[config.mk]
export PLATFORM = sky130hd
export DESIGN_NAME = la_dmuxn_pipe_flat
export DESIGN_NICKNAME = d
export VERILOG_FILES = /design/src/rtl/la_dmuxn_pkg.sv /design/src/rtl/la_dmuxn_pipe_if.sv /design/src/rtl/la_dmuxn_stage.sv /design/src/rtl/la_dmuxn_pipe.sv /design/src/flat_wrapper.sv
export SDC_FILE = /design/constraint.sdc
export NUM_CORES = 1
export LEC_CHECK = 0
export CORE_AREA = 2 2 39 41
export DETAILED_ROUTE_END_ITERATION = 16
export DIE_AREA = 0 0 41 43
export PLACE_DENSITY = 0.46
export SYNTH_ARGS = -nofsm -noshare
export SYNTH_HDL_FRONTEND = slang
export SYNTH_SLANG_ARGS = --single-unit
[constraint.sdc]
create_clock -name clk -period 3.8 [get_ports clk]
set_input_delay 0.76 -clock clk [delete_from_list [all_inputs] [get_ports clk]]
set_output_delay 0.76 -clock clk [all_outputs]
set_load 0.1 [all_outputs]
[src/rtl/la_dmuxn_pkg.sv]
// Shared constants and select-checking helpers for the la_*mux block family.
package la_dmuxn_pkg;

   localparam string       MODE_ONEHOT   = "ONEHOT";
   localparam string       MODE_PRIORITY = "PRIORITY";
   localparam int unsigned MAX_STAGES    = 4;
   localparam int unsigned SEL_MAX       = 64;

   // Selects wider than SEL_MAX are not supported by the helpers below.
   function automatic int unsigned popcount(input logic [SEL_MAX-1:0] v);
      int unsigned cnt;
      cnt = 0;
      for (int unsigned i = 0; i < SEL_MAX; i++) begin
         cnt += 32'(v[i]);
      end
      return cnt;
   endfunction

   function automatic logic is_onehot(input logic [SEL_MAX-1:0] v);
      return popcount(v) == 1;
   endfunction

endpackage

[src/rtl/la_dmuxn_pipe_if.sv]
// Beat, backpressure and error-flag signals of la_dmuxn_pipe.
interface la_dmuxn_pipe_if #(
   parameter int unsigned N = 4,
   parameter int unsigned W = 1
);

   logic           in_valid;
   logic           in_ready;
   logic [N-1:0]   sel;
   logic [N*W-1:0] in;
   logic           out_valid;
   logic           out_ready;
   logic [W-1:0]   out;
   logic           out_err;
   logic           err_sticky;
   logic           err_clear;

   modport master (
      output in_valid, sel, in, out_ready, err_clear,
      input  in_ready, out_valid, out, out_err, err_sticky
   );

   modport slave (
      input  in_valid, sel, in, out_ready, err_clear,
      output in_ready, out_valid, out, out_err, err_sticky
   );

endinterface

[src/rtl/la_dmuxn_stage.sv]
// One valid/ready register slice; loads when empty or when downstream drains it,
// so bubbles collapse and the ready path stays combinational.
module la_dmuxn_stage #(
   parameter int unsigned WD   = 2,
   parameter string       PROP = "DEFAULT"
) (
   input  logic          clk,
   input  logic          rst,
   input  logic          i_valid,
   output logic          o_ready,
   input  logic [WD-1:0] i_data,
   output logic          o_valid,
   input  logic          i_ready,
   output logic [WD-1:0] o_data
);

   // Default cells keep the last beat's data across bubbles; other cell
   // properties use the plain stage-load enable for the data flops.
   localparam bit HOLD_ON_BUBBLE = (PROP == "DEFAULT");

   logic          r_valid;
   logic [WD-1:0] r_data;
   logic          w_load;
   logic          w_data_en;

   assign w_load    = !r_valid || i_ready;
   assign w_data_en = HOLD_ON_BUBBLE ? (w_load && i_valid) : w_load;

   always_ff @(posedge clk) begin
      if (rst) begin
         r_valid <= 1'b0;
         r_data  <= '0;
      end else begin
         if (w_load) begin
            r_valid <= i_valid;
         end
         if (w_data_en) begin
            r_data <= i_data;
         end
      end
   end

   assign o_ready = w_load;
   assign o_valid = r_valid;
   assign o_data  = r_data;

endmodule

[src/rtl/la_dmuxn_pipe.sv]
// N-way W-bit select mux with select-violation flagging, a sticky error summary
// and a STAGES-deep valid/ready pipeline (STAGES = 0 is a pass-through).
module la_dmuxn_pipe
   import la_dmuxn_pkg::*;
#(
   parameter int unsigned N      = 4,
   parameter int unsigned W      = 1,
   parameter int unsigned STAGES = 1,
   parameter string       MODE   = "ONEHOT",
   parameter string       PROP   = "DEFAULT"
) (
   input logic            clk,
   input logic            rst,
   la_dmuxn_pipe_if.slave bus
);

   localparam int unsigned DEPTH   = (STAGES > MAX_STAGES) ? MAX_STAGES : STAGES;
   localparam bit          IS_PRIO = (MODE == MODE_PRIORITY);

   logic [W-1:0] w_data;
   logic         w_viol;
   logic         w_accept;
   logic         r_sticky;

   // Element k is the link feeding stage k; element DEPTH is the output port.
   logic         w_v [DEPTH+1];
   logic         w_r [DEPTH+1];
   logic [W:0]   w_d [DEPTH+1];

   generate
      if (IS_PRIO) begin : g_prio
         // High-to-low scan: the lowest selected channel is written last and wins.
         always_comb begin
            w_data = '0;
            for (int unsigned i = N; i > 0; i--) begin
               if (bus.sel[i-1]) begin
                  w_data = bus.in[(i-1)*W +: W];
               end
            end
         end
      end else begin : g_onehot
         always_comb begin
            w_data = '0;
            for (int unsigned i = 0; i < N; i++) begin
               w_data = w_data | ({W{bus.sel[i]}} & bus.in[i*W +: W]);
            end
         end
      end
   endgenerate

   assign w_viol   = !is_onehot(SEL_MAX'(bus.sel));
   assign w_accept = bus.in_valid && bus.in_ready;

   always_ff @(posedge clk) begin
      if (rst) begin
         r_sticky <= 1'b0;
      end else if (w_accept && w_viol) begin
         r_sticky <= 1'b1;
      end else if (bus.err_clear) begin
         r_sticky <= 1'b0;
      end
   end

   assign w_v[0]       = bus.in_valid;
   assign w_d[0]       = {w_viol, w_data};
   assign w_r[DEPTH]   = bus.out_ready;
   assign bus.in_ready = w_r[0];

   generate
      for (genvar k = 0; k < DEPTH; k++) begin : g_stage
         la_dmuxn_stage #(
            .WD   (W + 1),
            .PROP (PROP)
         ) u_stage (
            .clk     (clk),
            .rst     (rst),
            .i_valid (w_v[k]),
            .o_ready (w_r[k]),
            .i_data  (w_d[k]),
            .o_valid (w_v[k+1]),
            .i_ready (w_r[k+1]),
            .o_data  (w_d[k+1])
         );
      end
   endgenerate

   assign bus.out_valid          = w_v[DEPTH];
   assign {bus.out_err, bus.out} = w_d[DEPTH];
   assign bus.err_sticky         = r_sticky;

endmodule
[src/flat_wrapper.sv]
// flat-port wrapper written by rule: the top's interface ports become plain ports
module la_dmuxn_pipe_flat import la_dmuxn_pkg::*;
#(
   parameter int unsigned N      = 4,
   parameter int unsigned W      = 1,
   parameter int unsigned STAGES = 1,
   parameter string       MODE   = "      ",
   parameter string       PROP   = "       "
)
  (clk, rst, bus_in_valid, bus_sel, bus_in, bus_out_ready, bus_err_clear, bus_in_ready, bus_out_valid, bus_out, bus_out_err, bus_err_sticky);
  la_dmuxn_pipe_if #(.N(N), .W(W)) bus_i ();
  input logic clk;
  input logic rst;
  input wire logic [$bits(bus_i.in_valid)-1:0] bus_in_valid;
  input wire logic [$bits(bus_i.sel)-1:0] bus_sel;
  input wire logic [$bits(bus_i.in)-1:0] bus_in;
  input wire logic [$bits(bus_i.out_ready)-1:0] bus_out_ready;
  input wire logic [$bits(bus_i.err_clear)-1:0] bus_err_clear;
  output wire logic [$bits(bus_i.in_ready)-1:0] bus_in_ready;
  output wire logic [$bits(bus_i.out_valid)-1:0] bus_out_valid;
  output wire logic [$bits(bus_i.out)-1:0] bus_out;
  output wire logic [$bits(bus_i.out_err)-1:0] bus_out_err;
  output wire logic [$bits(bus_i.err_sticky)-1:0] bus_err_sticky;
  assign bus_i.in_valid = bus_in_valid;
  assign bus_i.sel = bus_sel;
  assign bus_i.in = bus_in;
  assign bus_i.out_ready = bus_out_ready;
  assign bus_i.err_clear = bus_err_clear;
  assign bus_in_ready = bus_i.in_ready;
  assign bus_out_valid = bus_i.out_valid;
  assign bus_out = bus_i.out;
  assign bus_out_err = bus_i.out_err;
  assign bus_err_sticky = bus_i.err_sticky;
  la_dmuxn_pipe #(.N(N), .W(W), .STAGES(STAGES), .MODE(MODE), .PROP(PROP)) u_core (.clk(clk), .rst(rst), .bus(bus_i));
endmodule
---- Word level (Yosys, flattened, before mapping) ----
Cells that the tools add are included.
word-level totals
  register bits after elaboration ......... 4
  logic and storage cells ................. 22
  output and inout bits ................... 5
  bits in latches ......................... 0
  bits of input ports ..................... 13
  memories ................................ 0
  bits in writable memories ............... 0
  bits in read-only memories .............. 0
cells by class
  bitwise operators ....................... 7
  reduce and logical (&&, ||, !) cells .... 6
  equality and inequality tests ........... 1
  add/sub/neg operators ................... 3
  divide/modulo/power cells ............... 0
  shift operators ......................... 0
  $mul .................................... 0
  order comparisons ....................... 0
  mux-type cells .......................... 2
operators with widths
  operator                                              number
  adder 32 x 1 -> 32 bit                                2
  equality test 32 x 1 -> 1 bit, second input constant  1
  bitwise AND 1 bit                                     4
  OR 1 bit                                              3
  adder 1 x 1 -> 2 bit                                  1
  logical AND 1 bit                                     2
  logical NOT 1 bit                                     2
  two-way mux 1 bit                                     2
  nonzero test 2 bit                                    1
  logical OR 1 bit                                      1

---- Longest topological paths before layout ----
Gate-level depths: netlist (run 1).
  depth in word-level cells ............... 7
  depth in mapped cells ................... 5
  depth with buffers taken out ............ 5

---- Modules after synthesis ----
Synthesis (run 1) repeated with hierarchy kept, for this count alone.
second synthesis, totals
  cell total of the unflattened synthesis .. 30
  area total of the unflattened synthesis .. 269.0 µm²
by module, submodules not included
  module          instances  area each (µm²)  cells each  seq. area each (µm²)
  la_dmuxn_stage  1          135.1            13          60.1
  la_dmuxn_pipe   1          133.9            17          20.0

---- Worst setup path before layout (run 1) ----
OpenSTA, ideal clock, no wires.
  path type ............................... input port to flip-flop
  from .................................... input port bus_sel[0]
  to ...................................... register u_core.r_sticky, in the netlist u_core.bus.err_sticky
  cell stages on the path ................. 5
  data arrival time ....................... 2.080 ns
  data required time ...................... 3.673 ns
  library setup time ...................... 0.127 ns
  slack ................................... 1.593 ns
  path buffers ............................ 0
  path through ............................ ha_1 > fa_1 > ha_1 > o311ai_0 > a21oi_1
on the way
  cells in the longest elaborated chain, start to end .. 7
  elaborated cells between the ends (all ways) .. 8
  classes of those cells .................. add/sub (3); eq/ne (1); mux (1); reduce/logical (3)
RTL lines
  element                                                  RTL line             source
  start: declaration                                       flat_wrapper.sv:15   input wire logic [$bits(bus_i.sel)-1:0] bus_sel;
  adder 1 x 1 -> 2 bit *                                   la_dmuxn_pkg.sv:14   cnt += 32'(v[i]);
  adder 32 x 1 -> 32 bit * (2 in series)                   la_dmuxn_pkg.sv:14
  equality test 32 x 1 -> 1 bit *                          la_dmuxn_pkg.sv:20   return popcount(v) == 1;
  logical NOT 1 bit *                                      la_dmuxn_pipe.sv:51  assign w_viol = !is_onehot(SEL_MAX'(bus.sel));
  logical AND 1 bit *                                      la_dmuxn_pipe.sv:57  end else if (w_accept && w_viol) begin
  two-way mux 1 bit or nonzero test 2 bit (tied branches)  n/a
  end signal: assignment                                   la_dmuxn_pipe.sv:56  r_sticky <= 1'b0;
  end signal: assignment                                   la_dmuxn_pipe.sv:58  r_sticky <= 1'b1;
  end signal: assignment                                   la_dmuxn_pipe.sv:60  r_sticky <= 1'b0;
  end: declaration                                         la_dmuxn_pipe.sv:23  logic r_sticky;
Every way passes the cells marked *; elsewhere a longest branch is shown, timed or not.
A chain may end at the register's enable or synchronous reset.

---- Worst setup path in the final report (run 1) ----
  from .................................... input port bus_out_ready
  to ...................................... output port bus_in_ready
on the way
  cells in the longest elaborated chain, start to end .. 1
RTL lines
  element             RTL line              source
  start: declaration  flat_wrapper.sv:17    input wire logic [$bits(bus_i.out_ready)-1:0] bus_out_ready;
  logical OR 1 bit    la_dmuxn_stage.sv:26  assign w_load = !r_valid || i_ready;
  end: declaration    flat_wrapper.sv:19    output wire logic [$bits(bus_i.in_ready)-1:0] bus_in_ready;
Every way passes these cells.

==> impl_metrics.py, run 1 <==
metrics = {
    "clock_network": {
        "cts_root_buf": "clkbuf_4",
        "cts_sinks": 4,
        "cts_max_path_buffers": 2,
        "h-tree-depth": 1,
        "cts_setup_buffers": 0,
        "cts_tree": "done",
        "cts_made_buffers": 3,
        "holdBufCountCts": 0,
        "insertion_delay_ps": 230,
        "cts_resized": 0,
        "clk_pin_slew_worst_paths_ps": 40,
    },
    "critical_path": {
        "cp.required_ps": 3040,
        "crit_buf_inv": 2,
        "critPathKind": "input port to output pin",
        "startpoint_type": "input port",
        "path_max_fanout": 7,
        "max_stage_delay_ps": 450,
        "crit_path_end_kind": "output pin",
        "crit_family": "buffers and inverters",
        "crit_path_cell_trace": "clkdlybuf4s50_1, nand2b_1, buf_4",
        "worst_path_max_delay_cell": "clkdlybuf4s50_1",
        "cp.arrival_ps": 1780,
    },
    "route": {
        "wl_um": 560,
        "ant_nets": 0,
        "wl_per_cell_um": 9.825,
        "vias": 241,
        "drc": 0,
        "viasPerCell": 4.228,
        "drt-initial-drc-count": 0,
        "dr.pass1.iters": 1,
    },
    "synthesis": {
        "synth_nets": 38,
        "avgSynthCellArea_um2": 9.668,
        "synthCells": 22,
        "synthTopCellsByArea": "dfxtp_1, ha_1, fa_1, a311oi_1, a22oi_1",
        "synth_top_cell_by_area": "dfxtp_1",
        "synth_top_area_frac": 0.3765,
        "synth_area_um2": 212.7,
        "synth-seq-cells": 4,
        "yosysSeqAreaShare": 0.3765,
        "yosysUniqueCellTypes": 11,
        "synth_warnings": 0,
    },
    "power": {
        "report.power.total_w": 0.0001712,
        "ir_drop_mv": 0.07060,
        "leakage_nw": 0.1699,
        "power_density_nw_per_um2": 409.7,
    },
    "global_routing": {
        "first_global_vias": 248,
        "grt_usage": 0.07538,
        "antenna_found_initial": 0,
        "grt_max_degree": 8,
        "grt_pass1_wl_um": 876,
        "grt_overflow": 0,
    },
    "timing": {
        "period_minus_slack_ps": 2539,
        "setup_viol": 0,
        "setup_ws_ps": 1261,
        "rsz0062_at_grt": "no",
        "hold_viol_final": 0,
        "fmax_mhz": 393.9,
        "fin_tns_setup_ps": 0,
        "finalCritPeriodShare": 0.6681,
        "maxSlewViolCount": 0,
        "clock_skew_ps": 1.895,
        "relSlewSlack": 0.3533,
        "hold_slack_ps": 470.6,
        "worstMarginPinSlew_ps": 967.0,
    },
    "placed_design": {
        "detailedPlace.worstSlack_ps": 1061,
        "dpl_cell_area_um2": 395.4,
        "gp_congestion": 0.5360,
        "io_buffers": 17,
    },
    "floorplanning": {
        "die_width_um": 41,
        "io_pins": 18,
        "start_util": 0.1537,
        "dieHeight_um": 43,
        "rows": 14,
        "die_area_um2": 1763,
        "core_um2": 1384,
    },
    "layout": {
        "mostFrequentLayoutCells": "clkdlybuf4s50_1, dfxtp_1, nor2_1, clkbuf_4",
        "final_net_count": 59,
        "regArea_um2": 80.08,
        "num-fill-cells": 150,
        "antenna-diode-count": 0,
        "multi_input_area_um2": 120.1,
        "final_common_cell": "clkdlybuf4s50_1",
        "final_area_um2": 417.9,
        "drive_gt1_frac": 0.09756,
        "area_growth_pct": 96.47,
    },
    "min_path": {
        "hp-class": "flop to flop",
    },
    "flow_run": {
        "cap_viol_max_count": 0,
    },
    "run_status": {
        "status": "finished, final reports clean",
    },
}
metrics by stage:
stage / utilization / cells
2_1_floorplan: - / 22
3_3_place_gp: 0.2857 / 54
3_5_place_dp: 0.2857 / 54
4_1_cts: 0.3020 / 57
5_1_grt: 0.3020 / 57
6_report: 0.3020 / 57
kinds of logic (layout without fill, tap and decap cells):
logic type | Yosys count | count (layout) | share of synthesized area
buffers and inverters | 3 | 22 | 0.05881
AND/OR/NAND/NOR | 5 | 5 | 0.1118
adder cells (fa/ha/maj) | 3 | 3 | 0.2117
flip-flops | 4 | 4 | 0.3765
AO/OA/AOI/OAI | 7 | 7 | 0.2412
worst register-to-register path: cells and delay by family, from the launching register on:
kind,cells,cell delay (ps)
flip-flops,1,300
AO/OA/AOI/OAI,2,340
AND/OR/NAND/NOR,1,190
cell type report:
cell class / instances / area share
clock buffers: 3 / 0.05389
multi-input cells: 15 / 0.2874
flip-flops and latches: 4 / 0.1916
inverters: 2 / 0.01796
well taps: 16 / 0.04790
repair buffers: 17 / 0.4012
sequential cells by signal, indices dropped and copies added, names as in the netlist:
| register | flops |
|---|---|
| u_core.bus.err_sticky | 1 |
| u_core.g_stage.u_stage.o_data | 2 |
| u_core.g_stage.u_stage.o_valid | 1 |
routing by layer:
| layer | vias to the layer above | global-route usage | share of wire |
|---|---|---|---|
| met5 | - | 0 | 0 |
| met2 | 20 | 0.1219 | 0.44 |
| met4 | 0 | 0.08000 | 0.021 |
| met3 | 2 | 0.02094 | 0.17 |
| met1 | 101 | 0.06452 | 0.37 |
| li1 | 118 | - | - |
synthesized netlist by cell type:
master,number
dfxtp_1,4
nor2_1,3
a21oi_1,2
a22oi_1,2
a311oi_1,2
ha_1,2
inv_1,2
nand2b_1,2
buf_2,1
fa_1,1
o311ai_0,1
where the power goes:
group          internal (W)  total (W)  switching (W)
logic             0.0000251  0.0000706      0.0000455
clock network     0.0000353  0.0000523      0.0000170
registers         0.0000464  0.0000483     0.00000188
final timing paths:
kind	from	depth (start not counted)	to	slack, ps
setup / recovery	bus_out_ready	3	bus_in_ready	1260
hold / removal	u_core.bus.err_sticky	2	u_core.bus.err_sticky	470
setup reg to reg	u_core.g_stage[0].u_stage.o_valid	3	u_core.bus.err_sticky	2900
hold reg to reg	u_core.bus.err_sticky	2	u_core.bus.err_sticky	470
Note: power is estimated with default switching activity, not from simulation.
==> run 2, diff against run 1 <==
==> constraint.sdc (replaced) <==
create_clock -name clk -period 2.5 [get_ports clk]
set_input_delay 0.5 -clock clk [delete_from_list [all_inputs] [get_ports clk]]
set_output_delay 0.5 -clock clk [all_outputs]
set_load 0.1 [all_outputs]
==> impl_metrics.py, run 2 (same netlist as run 1, synthesis figures left out) <==
metrics = {
    "min_path": {
        "hp-class": "flop to flop",
    },
    "clock_network": {
        "insertion_delay_ps": 240,
        "cts_setup_buffers": 0,
        "cts_root_buf": "clkbuf_4",
        "holdBufCountCts": 0,
        "cts_sinks": 4,
        "cts_max_path_buffers": 2,
        "h-tree-depth": 1,
        "cts_tree": "done",
        "cts_resized": 0,
        "cts_made_buffers": 3,
        "clk_pin_slew_worst_paths_ps": 40,
    },
    "floorplanning": {
        "dieHeight_um": 43,
        "die_area_um2": 1763,
        "start_util": 0.1537,
        "rows": 14,
        "core_um2": 1384,
        "die_width_um": 41,
        "io_pins": 18,
    },
    "layout": {
        "area_growth_pct": 97.65,
        "num-fill-cells": 148,
        "final_net_count": 59,
        "largest_register_ffs": 2,
        "antenna-diode-count": 0,
        "mostFrequentLayoutCells": "clkdlybuf4s50_1, buf_4, dfxtp_1",
        "drive_gt1_frac": 0.1951,
        "final_common_cell": "clkdlybuf4s50_1",
        "final_util": 0.3038,
    },
    "critical_path": {
        "path_common_cell": "ha_1",
        "path_max_fanout": 2,
        "worst_path_max_delay_cell": "clkdlybuf4s50_1",
        "r2r_start": "u_core.g_stage[0].u_stage.o_valid",
        "cp.arrival_ps": 2340,
        "crit_path_cell_trace": "clkdlybuf4s50_1, ha_1, fa_1, ha_1, o311ai_0, a21oi_1",
        "cp.required_ps": 2610,
        "reg2reg_to": "u_core.g_stage[0].u_stage.o_data[1]",
        "critPathKind": "input port to flop",
        "crit_cells": 6,
        "startpoint_type": "input port",
        "crit_path_end_kind": "flop",
        "max_stage_delay_ps": 430,
        "rr_worst_depth": 3,
        "critPathCapture": "u_core.bus.err_sticky",
        "reg2reg_slack_ps": 1550,
        "cp-startpoint": "bus_sel[0]",
        "crit_family": "adder cells",
        "crit_buf_inv": 1,
    },
    "global_routing": {
        "grt_usage": 0.07344,
        "first_global_vias": 239,
        "grt_overflow": 0,
        "grt_max_degree": 8,
        "grt_pass1_wl_um": 800,
        "antenna_found_initial": 0,
    },
    "route": {
        "drc": 0,
        "drt-initial-drc-count": 1,
        "route.met3.wl_um": 105,
        "viasPerCell": 4.298,
        "vias": 245,
        "dr.pass1.iters": 2,
        "wl_per_cell_um": 9.930,
        "top_layer": "met4",
        "wl_um": 566,
        "wl_met1_um": 196,
        "met2_length_um": 249,
        "ant_nets": 0,
    },
    "placed_design": {
        "io_buffers": 17,
        "gp_congestion": 0.5004,
        "place_hpwl_um": 494,
    },
    "timing": {
        "rsz0062_at_grt": "no",
        "period_minus_slack_ps": 2222,
        "hold_viol_final": 0,
        "fin_tns_setup_ps": 0,
        "worstMarginPinSlew_ps": 305.3,
        "finalCritPeriodShare": 0.8887,
        "setup_viol": 0,
        "maxSlewViolCount": 0,
        "clock_skew_ps": 2.429,
        "relSlewSlack": 0.7965,
        "fmax_mhz": 450.1,
    },
    "power": {
        "leakage_nw": 0.1813,
        "ir_drop_mv": 0.1154,
        "power_density_nw_per_um2": 622.5,
    },
    "flow_run": {
        "cap_viol_max_count": 0,
    },
    "run_status": {
        "status": "finished, final reports clean",
    },
}
run 2: metrics by stage:
step / hold slack [ps] / power (W) / setup slack [ps] / cell area [um^2] / cells
global placement: 461.3 / 0.0001816 / 13.80 / 397.9 / 54
detailed placement: 472.8 / 0.0001830 / 29.03 / 397.9 / 54
global route: 522.1 / 0.0002742 / 192.7 / 420.4 / 57
CTS: 478.5 / 0.0002661 / 275.8 / 420.4 / 57
floorplan: 569.1 / 0.0001443 / 552.9 / 212.7 / 22
finish: 476.4 / 0.0002617 / 278.2 / 420.4 / 57
run 2: layout make-up:
type	count	area, um^2	area share
inverter	2	7.507	0.01786
tap	16	20.02	0.04762
clock buffer	3	22.52	0.05357
sequential	4	80.08	0.1905
multi-input combinational	15	120.1	0.2857
timing repair buffer	17	170.2	0.4048
run 2: where the power goes:
part,total [W],switching (W),internal [W]
registers,0.0000739,0.00000330,0.0000706
logic,0.000108,0.0000697,0.0000379
clock network,0.0000802,0.0000265,0.0000537
run 2: how the worst min path moves through the flow:
stage,startpoint,end,slack [ps],cells after the start
floorplan,rst,u_core.bus.err_sticky,570,1
global placement,u_core.bus.err_sticky,u_core.bus.err_sticky,460,2
detailed placement,u_core.bus.err_sticky,u_core.bus.err_sticky,470,2
CTS,u_core.bus.err_sticky,u_core.bus.err_sticky,480,2
global route,u_core.bus.err_sticky,u_core.bus.err_sticky,520,2
finish,u_core.bus.err_sticky,u_core.bus.err_sticky,480,2
run 2: metal layers:
metal / vias up / global-route usage
met2: 20 / 0.1063
met5: - / 0
li1: 118 / -
met3: 2 / 0.01571
met1: 105 / 0.06796
met4: 0 / 0.1000
run 2: worst reg2reg max path, cell delays in order (launching register included):
cell      delay (ps)
dfxtp_1          300
nand2b_1         240
nor2_1            70
a311oi_1         240
==> run 3, diff against run 2 <==
--- a/config.mk
+++ b/config.mk
@@ -9,6 +9,7 @@
 export DETAILED_ROUTE_END_ITERATION = 16
 export DIE_AREA = 0 0 41 43
 export PLACE_DENSITY = 0.46
+export SLEW_MARGIN = 20
 export SYNTH_ARGS = -nofsm -noshare
 export SYNTH_HDL_FRONTEND = slang
 export SYNTH_SLANG_ARGS = --single-unit
==> results of run 3 <==
The final DEF is identical to that of run 2; final timing and power are the same.
